<file path="config.mk">
export PLATFORM = sky130hd
export DESIGN_NAME = decode_stage
export DESIGN_NICKNAME = d
export VERILOG_FILES = /design/src/rtl/decode_stage.sv
export SDC_FILE = /design/constraint.sdc
export NUM_CORES = 1
export LEC_CHECK = 0
export ABC_CLOCK_PERIOD_IN_PS = 5360
export BUFFER_PORTS_ARGS = -buffer_cell sky130_fd_sc_hd__buf_2
export CORE_AREA = 2 2 245 247
export CTS_CLUSTER_SIZE = 20
export DETAILED_ROUTE_END_ITERATION = 6
export DIE_AREA = 0 0 247 249
export GPL_TIMING_DRIVEN = 0
export PLACE_DENSITY_LB_ADDON = 0.05
export SYNTH_ARGS = -nofsm -noshare
export SYNTH_HDL_FRONTEND = slang
export SYNTH_SLANG_ARGS = --single-unit
</file>
<file path="constraint.sdc">
create_clock -name clk -period 5.36 [get_ports clk]
set_input_delay 0.804 -clock clk [delete_from_list [all_inputs] [get_ports clk]]
set_output_delay 0.804 -clock clk [all_outputs]
set_load 0.1 [all_outputs]
</file>
<file path="src/rtl/decode_stage.sv">
// RV64I instruction-decode stage: decodes fetched bits into a registered ID/EX bundle.
// Define DECODE_LOADUSE_EN to insert load-use bubbles and count stall cycles.
module decode_stage #(
    parameter int unsigned REGISTER_WIDTH    = 64,
    parameter int unsigned ADDRESS_WIDTH     = 64,
    parameter int unsigned INSTRUCTION_WIDTH = 32
) (
    input  logic                         clk,
    input  logic                         reset,
    input  logic                         in_valid,
    input  logic [INSTRUCTION_WIDTH-1:0] in_instruction_bits,
    input  logic [ADDRESS_WIDTH-1:0]     in_pcplus1,
    input  logic                         in_flush,
    input  logic                         in_next_ready,
    output logic                         out_fetch_enable,
    output logic [4:0]                   out_rs1_addr,
    output logic [4:0]                   out_rs2_addr,
    input  logic [REGISTER_WIDTH-1:0]    in_rs1_data,
    input  logic [REGISTER_WIDTH-1:0]    in_rs2_data,
    output logic                         out_valid,
    output logic [ADDRESS_WIDTH-1:0]     out_pc,
    output logic [ADDRESS_WIDTH-1:0]     out_pcplus1,
    output logic [REGISTER_WIDTH-1:0]    out_rs1_val,
    output logic [REGISTER_WIDTH-1:0]    out_rs2_val,
    output logic [REGISTER_WIDTH-1:0]    out_imm,
    output logic [4:0]                   out_rd,
    output logic [4:0]                   out_rs1,
    output logic [4:0]                   out_rs2,
    output logic [3:0]                   out_opclass,
    output logic [2:0]                   out_funct3,
    output logic [6:0]                   out_funct7,
    output logic                         out_illegal,
    output logic                         out_syscall,
    output logic [31:0]                  out_stall_count
);

    localparam logic [3:0] OPC_ILLEGAL = 4'd0;
    localparam logic [3:0] OPC_LUI     = 4'd1;
    localparam logic [3:0] OPC_AUIPC   = 4'd2;
    localparam logic [3:0] OPC_JAL     = 4'd3;
    localparam logic [3:0] OPC_JALR    = 4'd4;
    localparam logic [3:0] OPC_BRANCH  = 4'd5;
    localparam logic [3:0] OPC_LOAD    = 4'd6;
    localparam logic [3:0] OPC_STORE   = 4'd7;
    localparam logic [3:0] OPC_OPIMM   = 4'd8;
    localparam logic [3:0] OPC_OP      = 4'd9;
    localparam logic [3:0] OPC_OPIMM32 = 4'd10;
    localparam logic [3:0] OPC_OP32    = 4'd11;
    localparam logic [3:0] OPC_SYSTEM  = 4'd12;
    localparam logic [3:0] OPC_FENCE   = 4'd13;

    logic [INSTRUCTION_WIDTH-1:0] ins;
    logic [4:0]                   dec_rs1;
    logic [4:0]                   dec_rs2;
    logic [3:0]                   dec_opclass;
    logic [REGISTER_WIDTH-1:0]    dec_imm;
    logic [REGISTER_WIDTH-1:0]    imm_i;
    logic [REGISTER_WIDTH-1:0]    imm_s;
    logic [REGISTER_WIDTH-1:0]    imm_b;
    logic [REGISTER_WIDTH-1:0]    imm_u;
    logic [REGISTER_WIDTH-1:0]    imm_j;
    logic                         hazard;

    assign ins          = in_instruction_bits;
    assign dec_rs1      = ins[19:15];
    assign dec_rs2      = ins[24:20];
    assign out_rs1_addr = dec_rs1;
    assign out_rs2_addr = dec_rs2;

    // All immediate formats sign-extend from instruction bit 31.
    assign imm_i = REGISTER_WIDTH'($signed(ins[31:20]));
    assign imm_s = REGISTER_WIDTH'($signed({ins[31:25], ins[11:7]}));
    assign imm_b = REGISTER_WIDTH'($signed({ins[31], ins[7], ins[30:25], ins[11:8], 1'b0}));
    assign imm_u = REGISTER_WIDTH'($signed({ins[31:12], 12'b0}));
    assign imm_j = REGISTER_WIDTH'($signed({ins[31], ins[19:12], ins[20], ins[30:21], 1'b0}));

    always_comb begin
        dec_opclass = OPC_ILLEGAL;
        case (ins[6:0])
            7'b0110111: dec_opclass = OPC_LUI;
            7'b0010111: dec_opclass = OPC_AUIPC;
            7'b1101111: dec_opclass = OPC_JAL;
            7'b1100111: dec_opclass = OPC_JALR;
            7'b1100011: dec_opclass = OPC_BRANCH;
            7'b0000011: dec_opclass = OPC_LOAD;
            7'b0100011: dec_opclass = OPC_STORE;
            7'b0010011: dec_opclass = OPC_OPIMM;
            7'b0110011: dec_opclass = OPC_OP;
            7'b0011011: dec_opclass = OPC_OPIMM32;
            7'b0111011: dec_opclass = OPC_OP32;
            7'b1110011: dec_opclass = OPC_SYSTEM;
            7'b0001111: dec_opclass = OPC_FENCE;
            default:    dec_opclass = OPC_ILLEGAL;
        endcase
    end

    always_comb begin
        dec_imm = '0;
        case (dec_opclass)
            OPC_JALR, OPC_LOAD, OPC_OPIMM, OPC_OPIMM32, OPC_SYSTEM: dec_imm = imm_i;
            OPC_STORE:          dec_imm = imm_s;
            OPC_BRANCH:         dec_imm = imm_b;
            OPC_LUI, OPC_AUIPC: dec_imm = imm_u;
            OPC_JAL:            dec_imm = imm_j;
            default:            dec_imm = '0;
        endcase
    end

`ifdef DECODE_LOADUSE_EN
    logic uses_rs1;
    logic uses_rs2;

    assign uses_rs1 = !(dec_opclass inside {OPC_LUI, OPC_AUIPC, OPC_JAL, OPC_FENCE, OPC_SYSTEM});
    assign uses_rs2 = dec_opclass inside {OPC_BRANCH, OPC_STORE, OPC_OP, OPC_OP32};

    // Load in ID/EX whose destination the incoming instruction reads.
    assign hazard = out_valid && (out_opclass == OPC_LOAD) && (out_rd != 5'd0) &&
                    ((uses_rs1 && (dec_rs1 == out_rd)) || (uses_rs2 && (dec_rs2 == out_rd)));
`else
    // Execute forwards load data, so no bubble is ever needed.
    assign hazard = 1'b0;
`endif

    assign out_fetch_enable = in_next_ready && !hazard && !in_flush;

    always_ff @(posedge clk) begin
        if (reset) begin
            out_valid       <= 1'b0;
            out_pc          <= '0;
            out_pcplus1     <= '0;
            out_rs1_val     <= '0;
            out_rs2_val     <= '0;
            out_imm         <= '0;
            out_rd          <= '0;
            out_rs1         <= '0;
            out_rs2         <= '0;
            out_opclass     <= '0;
            out_funct3      <= '0;
            out_funct7      <= '0;
            out_illegal     <= 1'b0;
            out_syscall     <= 1'b0;
            out_stall_count <= '0;
        end else if (in_flush) begin
            out_valid <= 1'b0;
        end else if (in_next_ready) begin
            if (hazard) begin
                out_valid <= 1'b0;
                if (out_stall_count != '1) begin
                    out_stall_count <= out_stall_count + 32'd1;
                end
            end else if (!in_valid || (ins == '0)) begin
                out_valid <= 1'b0;
            end else begin
                out_valid   <= 1'b1;
                out_pc      <= in_pcplus1 - ADDRESS_WIDTH'(4);
                out_pcplus1 <= in_pcplus1;
                out_rs1_val <= (dec_rs1 == 5'd0) ? '0 : in_rs1_data;
                out_rs2_val <= (dec_rs2 == 5'd0) ? '0 : in_rs2_data;
                out_imm     <= dec_imm;
                out_rd      <= ins[11:7];
                out_rs1     <= dec_rs1;
                out_rs2     <= dec_rs2;
                out_opclass <= dec_opclass;
                out_funct3  <= ins[14:12];
                out_funct7  <= ins[31:25];
                out_illegal <= (dec_opclass == OPC_ILLEGAL);
                out_syscall <= (ins == INSTRUCTION_WIDTH'(32'h0000_0073));
            end
        end
    end

endmodule

</file>
# After elaboration in Yosys (flattened, before gate mapping)
# Index checks and enable logic that the tools add are counted.
classes:
  eq_ne: 24
  add_sub_neg: 1
  bitwise_logic: 2
  mux: 5
  reduce_logical: 12
ops:
  columns: ["operator", "n"]
  rows:
  - ["$pmux 64 s5", 1]
  - ["$mux 64", 2]
  - ["$sub 64x3->64 const B", 1]
  - ["$pmux 4 s13", 1]
  - ["$eq 32x7->1 const B", 1]
  - ["$logic_not 32->1", 1]
  - ["$eq 7x6->1 const B", 4]
  - ["$eq 7x7->1 const B", 4]
  - ["$eq 7x5->1 const B", 3]
  - ["$eq 4x3->1 const B", 4]
  - ["$eq 4x4->1 const B", 3]
  - ["$logic_not 5->1", 2]
  - ["$eq 4x2->1 const B", 2]
  - ["$eq 7x2->1 const B", 1]
  - ["$eq 7x4->1 const B", 1]
  - ["$reduce_or 5->1", 1]
  - ["$eq 4x1->1 const B", 1]
  - ["$logic_not 4->1", 1]
  - ["$reduce_or 2->1", 2]
  - ["$reduce_and 3->1", 1]
  - ["$logic_not 1->1", 2]
  - ["$not 1->1", 2]
  - ["$logic_and 1x1->1", 1]
  - ["$logic_or 1x1->1", 1]
  - ["$mux 1", 1]
word_totals:
  out_inout_bits: 395
  elab_cells: 58
  ff_bits: 352
  input_bits: 229

# Depth between registers and ports, before layout
# Gate-level depths: netlist (run 1).
depth:
  depth_word: 5
  mapped_depth: 9

# Least setup slack after synthesis (run 1)
# Ideal clock, no wire load.
synth_path:
  path_type: "input to output"
  from: "input port in_flush"
  to: "output port out_fetch_enable"
  arrival_ps: 2677
  path_buffers: 4
  cell_stages: 6
  setup_slack_ps: 1879
  cell_sequence: "nand2b_1 clkbuf_1 clkbuf_1 clkinv_1 clkbuf_1 clkbuf_1"
synth_between:
  elab_chain_len: 2
synth_rtl:
  columns: ["item", "line", "source"]
  rows:
  - ["from (decl)", "13", "input logic in_flush,"]
  - ["$logic_not 1->1", "124", "assign out_fetch_enable = in_next_ready && !hazard && !in_flush;"]
  - ["$logic_and 1x1->1", "124", null]
  - ["to (decl)", "15", "output logic out_fetch_enable,"]
# No other way between the ends.

# Final worst setup path (run 1)
# Ends and elaborated chain as after synthesis.

==> results of run 1 <==
kinds of logic after synthesis:
family | count (synthesis) | share of synthesized area [%]
AOI/OAI and AO/OA | 683 | 26.6
xor gates and xnor gates | 39 | 2.39
buffers and inverters | 273 | 9.16
and+or+nand+nor | 419 | 17.2
other | 1 | 0.0262
muxes | 1 | 0.0699
adders and majority gates | 1 | 0.0874
DFF | 318 | 44.5
cell usage after synthesis, types with 3 or more instances:
cell	count	share of area, %
sky130_fd_sc_hd__a311oi_1	23	1.4
sky130_fd_sc_hd__or2_2	7	0.31
sky130_fd_sc_hd__nor4_2	4	0.35
sky130_fd_sc_hd__nand3_1	101	3.5
sky130_fd_sc_hd__or4_1	12	0.63
sky130_fd_sc_hd__xor2_1	6	0.37
sky130_fd_sc_hd__inv_1	4	0.10
sky130_fd_sc_hd__xnor2_1	33	2.0
sky130_fd_sc_hd__nand4_1	139	6.1
sky130_fd_sc_hd__buf_1	12	0.31
sky130_fd_sc_hd__or3_1	14	0.61
sky130_fd_sc_hd__a21oi_1	319	11
sky130_fd_sc_hd__buf_4	76	4.0
sky130_fd_sc_hd__o2111ai_1	3	0.18
sky130_fd_sc_hd__a211oi_1	43	2.3
sky130_fd_sc_hd__nand2b_1	9	0.39
sky130_fd_sc_hd__nor2_1	33	0.87
sky130_fd_sc_hd__a22oi_1	5	0.26
sky130_fd_sc_hd__clkbuf_1	179	4.7
sky130_fd_sc_hd__nor3_1	19	0.66
sky130_fd_sc_hd__dfxtp_1	318	44
sky130_fd_sc_hd__nand4b_1	9	0.55
sky130_fd_sc_hd__o2bb2ai_1	24	1.5
sky130_fd_sc_hd__nor4b_1	3	0.18
sky130_fd_sc_hd__o31ai_1	10	0.52
sky130_fd_sc_hd__nor4_1	28	1.2
sky130_fd_sc_hd__o41ai_1	5	0.31
sky130_fd_sc_hd__o21ai_0	239	8.4
sky130_fd_sc_hd__nand2_1	26	0.68
state kept, by name (all words and copies together) (netlist names):
name and cells:
out_rs2_val 64, out_rs1_val 64, out_rd 5, out_opclass 4
out_imm 32, out_syscall 1, out_illegal 1, out_pc 64
out_rs2 5, out_pcplus1 62, out_funct7 7, out_funct3 3
out_valid 1, out_rs1 5
through the flow:
step	setup WS, ns	power (mW)	utilization, %	std cells	instance area [sq um]
floorplan	1.88	3.56	-	1766	14400
global placement	0.175	3.95	31.3	3128	18300
detailed placement	0.507	3.95	31.3	3130	18400
CTS	0.497	6.72	33.5	3204	19700
global route	0.460	6.88	33.6	3211	19700
finish	0.719	6.63	33.6	3215	19700
area by class of cell:
type	instances	area, sq um	area share (%)
multi-input combinational	1175	6760	34.3
sequential	318	6370	32.3
timing repair buffer	591	2960	15.0
buffer	268	1290	6.56
clock buffer	64	1220	6.22
tap	773	967	4.91
clock inverter	10	83.8	0.426
antenna	11	27.5	0.140
inverter	5	18.8	0.0953
cells in the final DEF (no fill, tap or decap), types with 26 or more instances in the layout:
cell and instances:
sky130_fd_sc_hd__a211oi_1 43, sky130_fd_sc_hd__a21oi_1 319, sky130_fd_sc_hd__buf_2 591, sky130_fd_sc_hd__buf_4 77
sky130_fd_sc_hd__clkbuf_1 193, sky130_fd_sc_hd__clkbuf_16 43, sky130_fd_sc_hd__conb_1 32, sky130_fd_sc_hd__dfxtp_1 318
sky130_fd_sc_hd__nand2_1 26, sky130_fd_sc_hd__nand3_1 101, sky130_fd_sc_hd__nand4_1 139, sky130_fd_sc_hd__nor2_1 33
sky130_fd_sc_hd__nor4_1 28, sky130_fd_sc_hd__o21ai_0 239, sky130_fd_sc_hd__xnor2_1 33
routing by layer:
layer	wire length [um]	share of wire [%]	GRT usage [%]
met5	135	0.18	0
met3	5680	7.7	6.60
met2	35400	48	38.8
met1	30200	41	27.6
met4	1870	2.6	6.32
where the power goes:
part           switching, mW  leakage, nW  internal (mW)
registers             0.0402         2.58           2.44
logic                   1.16         4.71          0.256
clock network           1.12        0.639           1.62
total                   2.32         7.93           4.32
worst paths after layout:
kind                             from                  endpoint  slack [ns]  cells after the start
min reg2reg   out_imm[1]$_SDFFE_PP0P_   out_imm[1]$_SDFFE_PP0P_        0.46                      1
max                          in_flush          out_fetch_enable        0.72                      8
max reg2reg  out_imm[62]$_SDFFE_PP0P_  out_imm[62]$_SDFFE_PP0P_        3.92                      2
min                          in_flush    out_valid$_SDFFE_PP0P_        0.41                      2
worst max-delay path: stages:
cell,delay [ns]
sky130_fd_sc_hd__buf_2,0.09
sky130_fd_sc_hd__nand2b_1,0.09
sky130_fd_sc_hd__clkbuf_1,0.34
sky130_fd_sc_hd__clkbuf_1,0.70
sky130_fd_sc_hd__clkinv_1,0.58
sky130_fd_sc_hd__clkbuf_1,0.52
sky130_fd_sc_hd__clkbuf_1,0.35
sky130_fd_sc_hd__buf_2,0.37
==> PnR_summary.wiki, run 1 <==
{| class="wikitable"
! Metric !! Value
|-
| Outcome || finished, final reports clean
|-
| Buffers inserted during post-CTS setup optimization || 0
|-
| Setup repair after global routing missed its margin || false
|-
| Layout Nets || 2630
|-
| Wire length per cell after detailed routing || 22.8 um
|-
| Clock buffer depth || 3
|-
| Antenna violations before repair || 22
|-
| Pin slew with the least headroom to its limit || 1.20 ns
|-
| Peak Freq || 0.215 GHz
|-
| Gpl congestion || 0.850
|-
| Via count of the first global-routing pass || 15800
|-
| Aggregate negative setup slack || 0 ns
|-
| Total number of placement rows || 89
|-
| Total track usage || 22.7%
|-
| Total number of clock tree sinks || 318
|-
| Number of buffers created by CTS || 41
|-
| Crit path DAT || 3.84 ns
|-
| Asr flop ratio synth || 0%
|-
| Largest net degree at the start of global routing || 35
|-
| Post-route minimum period || 4.64 ns
|-
| Crit. End Element || output port
|-
| Share of layout cells above drive strength 1 || 30.6%
|-
| Number of storage elements in the synthesis netlist || 318
|-
| Pre-antenna DRT Iters || 5
|-
| Total grt overflow || 0
|-
| Post-route clock period utilization || 86.6%
|-
| Clock tree from TritonCTS || done
|-
| Vias || 16200
|-
| Number of synthesized flops with an enable pin || 0
|-
| Required time of the critical path || 4.56 ns
|-
| Starting DRC count in detailed routing || 857
|-
| Clock tree skew after final layout || 0 ns
|-
| Total die area || 61500 sq um
|-
| Wire length of the first global-routing pass || 106 mm
|-
| Cell at the root of the clock tree || sky130_fd_sc_hd__clkbuf_16
|-
| Total of max-cap violations || 0
|-
| Type of the worst min-delay path || input port to flop
|-
| Top_reg_cell synth || sky130_fd_sc_hd__dfxtp_1
|-
| Hold Fails Final Rpt || 0
|-
| Relative slew margins || 20.0%
|-
| Area Growth Syn to Fin || 37.6%
|-
| Hold slack || 0.407 ns
|-
| Post-synthesis instance total || 1735
|-
| Element type at the critical path start || input port
|-
| Source-to-sink clock delay at the later pin of the worst-skew pair || 0.55 ns
|-
| Count of hold buffers inserted by post-cts repair || 0
|-
| Post-synthesis cell type count || 54
|-
| Detail Route Antenna Nets || 0
|-
| Die Span Y || 249 um
|-
| DRC Markers || 0
|-
| CTS clock-pin slew for the worst setup and hold paths || 0.06 ns
|-
| Highest ir drop seen on vdd || 0.000195 V
|-
| Mean number of vias per cell || 5.05
|-
| Part of the Yosys area used for sequential elements || 44.5%
|-
| Cell area power density || 337 nW/um^2
|-
| Final HPWL DP || 56.6 mm
|-
| Synthesis warning total || 0
|-
| Core outline area || 58700 sq um
|-
| Total standard cell area after synthesis || 14300 sq um
|-
| Average cell area after synthesis || 8.25 sq um
|-
| Initial core utilization || 24.4%
|-
| Number of inserted filler cells in the final layout || 6429
|-
| Die X-Extent || 247 um
|-
| CP Class || input port to output port
|-
| I/O pins || 624
|-
| Cts repair resizes || 0
|-
| Total of endpoints with negative setup slack in the final report || 0
|-
| CTS H-tree lvls || 2
|-
| Max FO, Critical Path || 10
|-
| Leakage power figure || 7.93 nW
|-
| Final wirelength || 73.3 mm
|-
| Number of pins with negative max-slew slack in the final report || 0
|-
| Number of input and output port buffers inserted || 589
|}
Power figures use the tool's default switching activity.
==> run 2: changes to the inputs <==
ABC_AREA = 1   (was not set)
CORE_AREA = 2 2 242 244   (was 2 2 245 247)
DIE_AREA = 0 0 244 246   (was 0 0 247 249)
==> run 2 against run 1 <==
Clock skew is the same. Die area shrank 2.4%. Sequential share of layout area shrank 2.1 points. Worst setup slack gained 1.6 ns. Non-clock buffer count shrank 69. Synthesized cell count grew 49%. Core utilization grew 3.2 points. Largest cell class unchanged. Highest routed layer unchanged.
==> PnR_summary.wiki, run 2 <==
{| class="wikitable"
! Metric !! Value
|-
| PnR worst setup slack || 2.30 ns
|-
| Clock tree skew after final layout || 0 ns
|-
| Registers with the most flip-flops || out_pc: 64 flops, out_rs1_val: 64 flops, out_rs2_val: 64 flops
|-
| Largest area contributor in the synthesized netlist || sky130_fd_sc_hd__dfxtp_1
|-
| Core outline area || 57400 sq um
|-
| Total die area || 60000 sq um
|-
| Setup slack on the worst flop-to-flop path || 3.97 ns
|-
| Library cell with the highest instance count after synthesis || sky130_fd_sc_hd__nand2_1
|-
| Crit Reg-Reg Endpoint || out_imm[62]$_SDFFE_PP0P_
|-
| Max FO, Critical Path || 34
|-
| Largest net degree at the start of global routing || 35
|-
| Final HPWL DP || 59.0 mm
|-
| Synthesis warning total || 0
|-
| Antenna violations before repair || 12
|-
| Startpoint of the most critical hold path || out_pc[34]$_SDFFE_PP0P_
|-
| Total of max-cap violations || 0
|-
| Hold path cells || 2
|-
| Cell area power density || 320 nW/um^2
|-
| Wire length per cell after detailed routing || 18.0 um
|-
| Mean number of vias per cell || 4.37
|-
| Area Growth Syn to Fin || 34.0%
|-
| CTS H-tree lvls || 2
|-
| CTS clock-pin slew for the worst setup and hold paths || 0.06 ns
|-
| Number of pins with negative max-slew slack in the final report || 0
|-
| Highest ir drop seen on vdd || 0.000180 V
|-
| Relative slew margins || 22.4%
|-
| Crit path DAT || 2.25 ns
|-
| Detail Route Antenna Nets || 0
|-
| Element type at the critical path start || flop
|-
| Total standard cell area after synthesis || 15700 sq um
|-
| Initial core utilization || 27.5%
|-
| Proportion of netlist area held by the largest area contributor || 40.4%
|-
| Part of the Yosys area used for sequential elements || 40.4%
|-
| Layout Nets || 3474
|-
| Source-to-sink clock delay at the later pin of the worst-skew pair || 0.54 ns
|-
| Clock tree from TritonCTS || done
|-
| Count of hold buffers inserted by post-cts repair || 0
|-
| Average cell area after synthesis || 6.10 sq um
|-
| Asr flop ratio synth || 0%
|-
| GR Layer Usage met1 || 28.9%
|-
| Type of the worst min-delay path || flop to flop
|-
| Peak Freq || 0.327 GHz
|-
| Wire length of the first global-routing pass || 106 mm
|-
| Cell at the root of the clock tree || sky130_fd_sc_hd__clkbuf_16
|-
| Most area-consuming cells after synthesis || sky130_fd_sc_hd__dfxtp_1 (40%), sky130_fd_sc_hd__nand2_1 (28%), sky130_fd_sc_hd__nor2_1 (8.4%)
|-
| Hold Fails Final Rpt || 0
|-
| Pre-antenna DRT Iters || 5
|-
| Hold endpoint || out_pc[34]$_SDFFE_PP0P_
|-
| Setup repair after global routing missed its margin || false
|-
| Via count of the first global-routing pass || 16800
|-
| Clock buffer depth || 3
|-
| Outcome || finished, final reports clean
|-
| Number of buffers created by CTS || 39
|-
| Aggregate negative setup slack || 0 ns
|-
| Launching point of the worst reg2reg path || out_imm[62]$_SDFFE_PP0P_
|-
| Die Span Y || 246 um
|-
| Share of layout cells above drive strength 1 || 23.9%
|-
| Max stage delay on crit path || 1.03 ns
|-
| Length in cells of the worst reg-to-reg path || 2
|-
| Die X-Extent || 244 um
|-
| Top Usage Layer GRT || met2
|-
| Total grt overflow || 0
|-
| Cts repair resizes || 0
|-
| DRC Markers || 0
|-
| Number of storage elements in the synthesis netlist || 318
|-
| Total track usage || 23.3%
|-
| Total number of clock tree sinks || 318
|-
| Post-route minimum period || 3.06 ns
|-
| Top_reg_cell synth || sky130_fd_sc_hd__dfxtp_1
|-
| Critical-path top delay cell || sky130_fd_sc_hd__dfxtp_1
|-
| Met2 GRT Util || 39.6%
|-
| Total of endpoints with negative setup slack in the final report || 0
|-
| Total number of placement rows || 88
|-
| Placement-stage worst setup slack || 2.07 ns
|-
| CP Class || flop to output port
|-
| Pin slew with the least headroom to its limit || 1.16 ns
|-
| Crit path cell chain || buf_4 > buf_2
|-
| I/O pins || 624
|-
| Required time of the critical path || 4.56 ns
|-
| Grt met3 use || 7.31%
|-
| Buffers inserted during post-CTS setup optimization || 0
|-
| Crit. End Element || output port
|-
| Leading post-synthesis cells by instance count || sky130_fd_sc_hd__nand2_1 (1182), sky130_fd_sc_hd__nor2_1 (354), sky130_fd_sc_hd__dfxtp_1 (318), sky130_fd_sc_hd__inv_1 (215), sky130_fd_sc_hd__a21oi_1 (195)
|-
| Post-synthesis cell type count || 29
|-
| Most frequent standard cell in the layout excluding fill and tap cells || sky130_fd_sc_hd__nand2_1
|-
| Final wirelength || 72.8 mm
|-
| Leakage power figure || 11.1 nW
|-
| Number of synthesized flops with an enable pin || 0
|-
| Post-route clock period utilization || 57.0%
|-
| Most frequent cells in the layout || sky130_fd_sc_hd__nand2_1 (1182), sky130_fd_sc_hd__buf_2 (632), sky130_fd_sc_hd__nor2_1 (354), sky130_fd_sc_hd__dfxtp_1 (318), sky130_fd_sc_hd__inv_1 (215)
|-
| Post-synthesis instance total || 2582
|-
| Vias || 17700
|-
| Starting DRC count in detailed routing || 1065
|-
| Number of input and output port buffers inserted || 590
|-
| Gpl congestion || 0.903
|}
-- run 2: cell count changes in the layout (fill, tap and decap cells not counted), moves of 109 or more --
cell / delta
sky130_fd_sc_hd__clkbuf_1: -109
sky130_fd_sc_hd__o21ai_0: -219
sky130_fd_sc_hd__inv_1: +211
sky130_fd_sc_hd__nor2_1: +321
sky130_fd_sc_hd__a21oi_1: -124
sky130_fd_sc_hd__nand4_1: -136
sky130_fd_sc_hd__nand2_1: +1156
-- run 2: final cells by class --
class                           instances  area [sq um]
Timing Repair Buffer                  590          2950
Sequential cell                       318          6370
Clock inverter                          9           110
Inverter                              219           822
Antenna cell                            2          5.00
Multi-Input combinational cell       1876          7570
Tap cell                              765           957
Buffer                                200          1100
Clock buffer                           60          1210
Fill cell                            6441         36300
-- run 2: report_power, final --
| group | switching [mW] | internal (mW) | total, mW |
|---|---|---|---|
| logic | 1.25 | 0.284 | 1.53 |
| clock network | 1.07 | 1.64 | 2.72 |
| registers | 0.0479 | 2.46 | 2.50 |
-- run 2: worst max path at each step --
stage / from / endpoint / cells after the start
global placement: in_instruction_bits[19] / out_pcplus1[61]$_SDFFE_PP0P_ / 11
detailed placement: in_instruction_bits[19] / out_pcplus1[61]$_SDFFE_PP0P_ / 11
finish: out_imm[62]$_SDFFE_PP0P_ / out_imm[46] / 2
global route: out_imm[62]$_SDFFE_PP0P_ / out_imm[46] / 2
CTS: out_imm[62]$_SDFFE_PP0P_ / out_imm[46] / 2
floorplan: in_next_ready / out_fetch_enable / 2
-- run 2: critical path, delay by kind of cell (launching register included) --
family | cells | cell delay [ns]
buffers and inverters | 2 | 0.66
DFF | 1 | 1.03
-- run 2: kinds of logic (layout without fill, tap and decap cells) --
family | count (synthesis) | count (layout) | share of synthesized area (%)
DFF | 318 | 318 | 40.4
other | 1 | 34 | 0.0238
and+or+nand+nor | 1597 | 1597 | 38.8
AOI/OAI and AO/OA | 221 | 221 | 7.09
adders and majority gates | 1 | 1 | 0.0794
xor gates and xnor gates | 25 | 25 | 1.39
buffers and inverters | 419 | 1078 | 12.2
-- run 2: stage by stage --
step | cell area, sq um | utilization, % | hold slack (ns) | std cells | total power, mW
6_report | 21100 | 36.8 | 0.461 | 4039 | 6.75
5_1_grt | 21100 | 36.8 | 0.476 | 4038 | 7.03
4_1_cts | 21100 | 36.8 | 0.462 | 4037 | 6.85
3_5_place_dp | 19800 | 34.5 | 0.453 | 3968 | 4.09
2_1_floorplan | 15900 | - | 0.904 | 2613 | 3.70
3_3_place_gp | 19800 | 34.5 | 0.451 | 3968 | 4.09
-- run 2: layer usage --
metal / part of all wire (%) / vias up
met4: 1.6 / 20
met1: 43 / 7965
li1: - / 9004
met3: 8.5 / 87
met2: 47 / 577
met5: 0.16 / -
==> run 3: changes to the inputs <==
ABC_AREA = 0   (was 1)
ABC_CLOCK_PERIOD_IN_PS = 2900   (was 5360)
CORE_AREA = 2 2 245 247   (was 2 2 242 244)
DIE_AREA = 0 0 247 249   (was 0 0 244 246)
clock period = 2.9 ns   (was 5.36 ns; I/O delays follow)
==> run 3 against run 2 <==
Clock power rose by 86%. Via count shrank 7.9%. Sequential share of layout area rose by 2.1 points. Combinational power increased by 71%. First-iteration DRC count shrank 14%. Total power up 82%. Design area down 6.4%. Non-clock buffer count grew 69. Critical path type is now input port to flop. Critical endpoint is now out_imm[26]$_SDFFE_PP0P_. Largest cell class unchanged. Highest routed layer unchanged.
==> PnR_summary.wiki, run 3 (synthesis gave the netlist of run 1 again) <==
{| class="wikitable"
! Metric !! Value
|-
| Highest ir drop seen on vdd || 0.000361 V
|-
| Clock buffer depth || 3
|-
| Most frequent cells in the layout || sky130_fd_sc_hd__buf_2 (591), sky130_fd_sc_hd__a21oi_1 (319), sky130_fd_sc_hd__dfxtp_1 (318), sky130_fd_sc_hd__o21ai_0 (239), sky130_fd_sc_hd__clkbuf_1 (183)
|-
| Cell area power density || 621 nW/um^2
|-
| Hold slack || 0.0364 ns
|-
| Placement-stage worst setup slack || -1.21 ns
|-
| Mean number of vias per cell || 5.06
|-
| Required time of the critical path || 3.38 ns
|-
| Max stage delay on crit path || 0.58 ns
|-
| Aggregate negative setup slack || 0 ns
|-
| Clock tree skew after final layout || 0 ns
|-
| Post-route clock period utilization || 94.4%
|-
| Final wirelength || 73.2 mm
|-
| Number of input and output port buffers inserted || 589
|-
| Total track usage || 22.7%
|-
| Leakage power figure || 7.98 nW
|-
| Post-route minimum period || 2.74 ns
|-
| Area Growth Syn to Fin || 37.9%
|-
| Met2 GRT Util || 38.9%
|-
| Layout Nets || 2630
|-
| Outcome || finished, final reports clean
|-
| Kind of cell adding the most delay to the critical path || compound AO/OA/AOI/OAI gates
|-
| Top Usage Layer GRT || met2
|-
| Cell at the root of the clock tree || sky130_fd_sc_hd__clkbuf_16
|-
| Number of pins with negative max-slew slack in the final report || 0
|-
| Gpl congestion || 0.850
|-
| Source-to-sink clock delay at the later pin of the worst-skew pair || 0.55 ns
|-
| Crit. End Element || flop
|-
| Hold Fails Final Rpt || 0
|-
| PnR worst setup slack || 0.162 ns
|-
| Cell area after layout || 19700 sq um
|-
| Element type at the critical path start || input port
|-
| Vias || 16300
|-
| CTS H-tree lvls || 2
|-
| Worst path most repeated cell || sky130_fd_sc_hd__clkbuf_1
|-
| Total number of placement rows || 89
|-
| Share of layout cells above drive strength 1 || 31.1%
|-
| Total grt overflow || 0
|-
| Setup slack on the worst flop-to-flop path || 1.45 ns
|-
| Die X-Extent || 247 um
|-
| GR Layer Usage met1 || 27.6%
|-
| Instance area at placement || 18400 sq um
|-
| Number of buffers created by CTS || 41
|-
| Grt met3 use || 6.58%
|-
| CP Class || input port to flop
|-
| Total of endpoints with negative setup slack in the final report || 0
|-
| DRC Markers || 0
|-
| CTS clock-pin slew for the worst setup and hold paths || 0.06 ns
|-
| Type of the worst min-delay path || input port to flop
|-
| Setup repair after global routing missed its margin || false
|-
| Total die area || 61500 sq um
|-
| Via count of the first global-routing pass || 15800
|-
| Number of inserted filler cells in the final layout || 6424
|-
| Detail Route Antenna Nets || 0
|-
| I/O pins || 624
|-
| Antenna violations before repair || 22
|-
| Starting DRC count in detailed routing || 918
|-
| Final HPWL DP || 56.6 mm
|-
| Wire length of the first global-routing pass || 106 mm
|-
| Pin slew with the least headroom to its limit || 1.14 ns
|-
| Total number of clock tree sinks || 318
|-
| Die Span Y || 249 um
|-
| Core outline area || 58700 sq um
|-
| Total of max-cap violations || 0
|-
| Peak Freq || 0.365 GHz
|-
| Max FO, Critical Path || 10
|-
| Layout Utilization || 33.6%
|-
| Registers with the most flip-flops || out_pc: 64 flops, out_rs1_val: 64 flops, out_rs2_val: 64 flops
|-
| Critical-path top delay cell || sky130_fd_sc_hd__a21oi_1
|-
| Initial core utilization || 24.4%
|-
| Most frequent standard cell in the layout excluding fill and tap cells || sky130_fd_sc_hd__buf_2
|-
| Clock tree from TritonCTS || done
|-
| Pre-antenna DRT Iters || 5
|-
| Crit path cell chain || buf_2 > nor4_1 > nand4_1 > o41a_1 > clkbuf_1 > a21oi_1 > clkbuf_1 > o2bb2ai_1
|-
| Crit path DAT || 3.21 ns
|-
| Combined buffer and inverter count along the critical path || 3
|-
| Wire length per cell after detailed routing || 22.8 um
|-
| Largest net degree at the start of global routing || 35
|-
| Relative slew margins || 24.1%
|}
## run 3: cell count changes in the layout (fill, tap and decap cells not counted), moves of 26 or more
| cell | change |
|---|---|
| sky130_fd_sc_hd__a211oi_1 | +42 |
| sky130_fd_sc_hd__a21oi_1 | +124 |
| sky130_fd_sc_hd__xnor2_1 | +26 |
| sky130_fd_sc_hd__nand3_1 | +57 |
| sky130_fd_sc_hd__nor2_1 | -321 |
| sky130_fd_sc_hd__nor4_1 | +27 |
| sky130_fd_sc_hd__inv_1 | -211 |
| sky130_fd_sc_hd__clkbuf_1 | +99 |
| sky130_fd_sc_hd__nand4_1 | +136 |
| sky130_fd_sc_hd__nand2_1 | -1156 |
| sky130_fd_sc_hd__buf_2 | -41 |
| sky130_fd_sc_hd__o21ai_0 | +219 |
## run 3: worst paths after layout
| path | endpoint | from | cells after the start |
|---|---|---|---|
| max reg2reg | out_imm[62]$_SDFFE_PP0P_ | out_imm[62]$_SDFFE_PP0P_ | 2 |
| min | out_valid$_SDFFE_PP0P_ | in_flush | 2 |
| max | out_imm[26]$_SDFFE_PP0P_ | in_instruction_bits[11] | 8 |
| min reg2reg | out_imm[2]$_SDFFE_PP0P_ | out_imm[2]$_SDFFE_PP0P_ | 1 |
## run 3: layout make-up
| type | instances | area, sq um | share of cell area, % |
|---|---|---|---|
| Antenna cell | 10 | 25.0 | 0.127 |
| Timing Repair Buffer | 592 | 2970 | 15.0 |
| Sequential cell | 318 | 6370 | 32.2 |
| Clock buffer | 64 | 1220 | 6.20 |
| Buffer | 267 | 1310 | 6.62 |
| Tap cell | 773 | 967 | 4.90 |
| Inverter | 5 | 20.0 | 0.101 |
| Multi-Input combinational cell | 1175 | 6780 | 34.3 |
| Clock inverter | 10 | 83.8 | 0.425 |
## run 3: routing by layer
layer	part of all wire [%]	wire length (um)	vias up
met5	0.18	133	-
met4	2.5	1850	20
met3	7.9	5780	120
met2	48	35400	557
met1	41	30100	7790
li1	-	-	7764
## run 3: timing repair
item	4_1_cts	5_1_grt
gates cloned	0	0
pin swaps	1	1
resized for setup	14	5
setup endpoints to repair	292	91
hold buffers	0	0
setup buffers	1	0
## run 3: stage by stage
| step | std cells | power (mW) |
|---|---|---|
| after floorplan | 1766 | 6.57 |
| after global placement | 3128 | 7.30 |
| after detailed placement | 3130 | 7.31 |
| after CTS | 3205 | 12.4 |
| after global routing | 3211 | 12.7 |
| final | 3214 | 12.3 |
## run 3: power breakdown
part           leakage [nW]  internal, mW  switching, mW
combinational          4.76         0.475           2.14
clock                 0.639          2.99           2.06
sequential             2.58          4.52         0.0744
total                  7.98          7.98           4.28
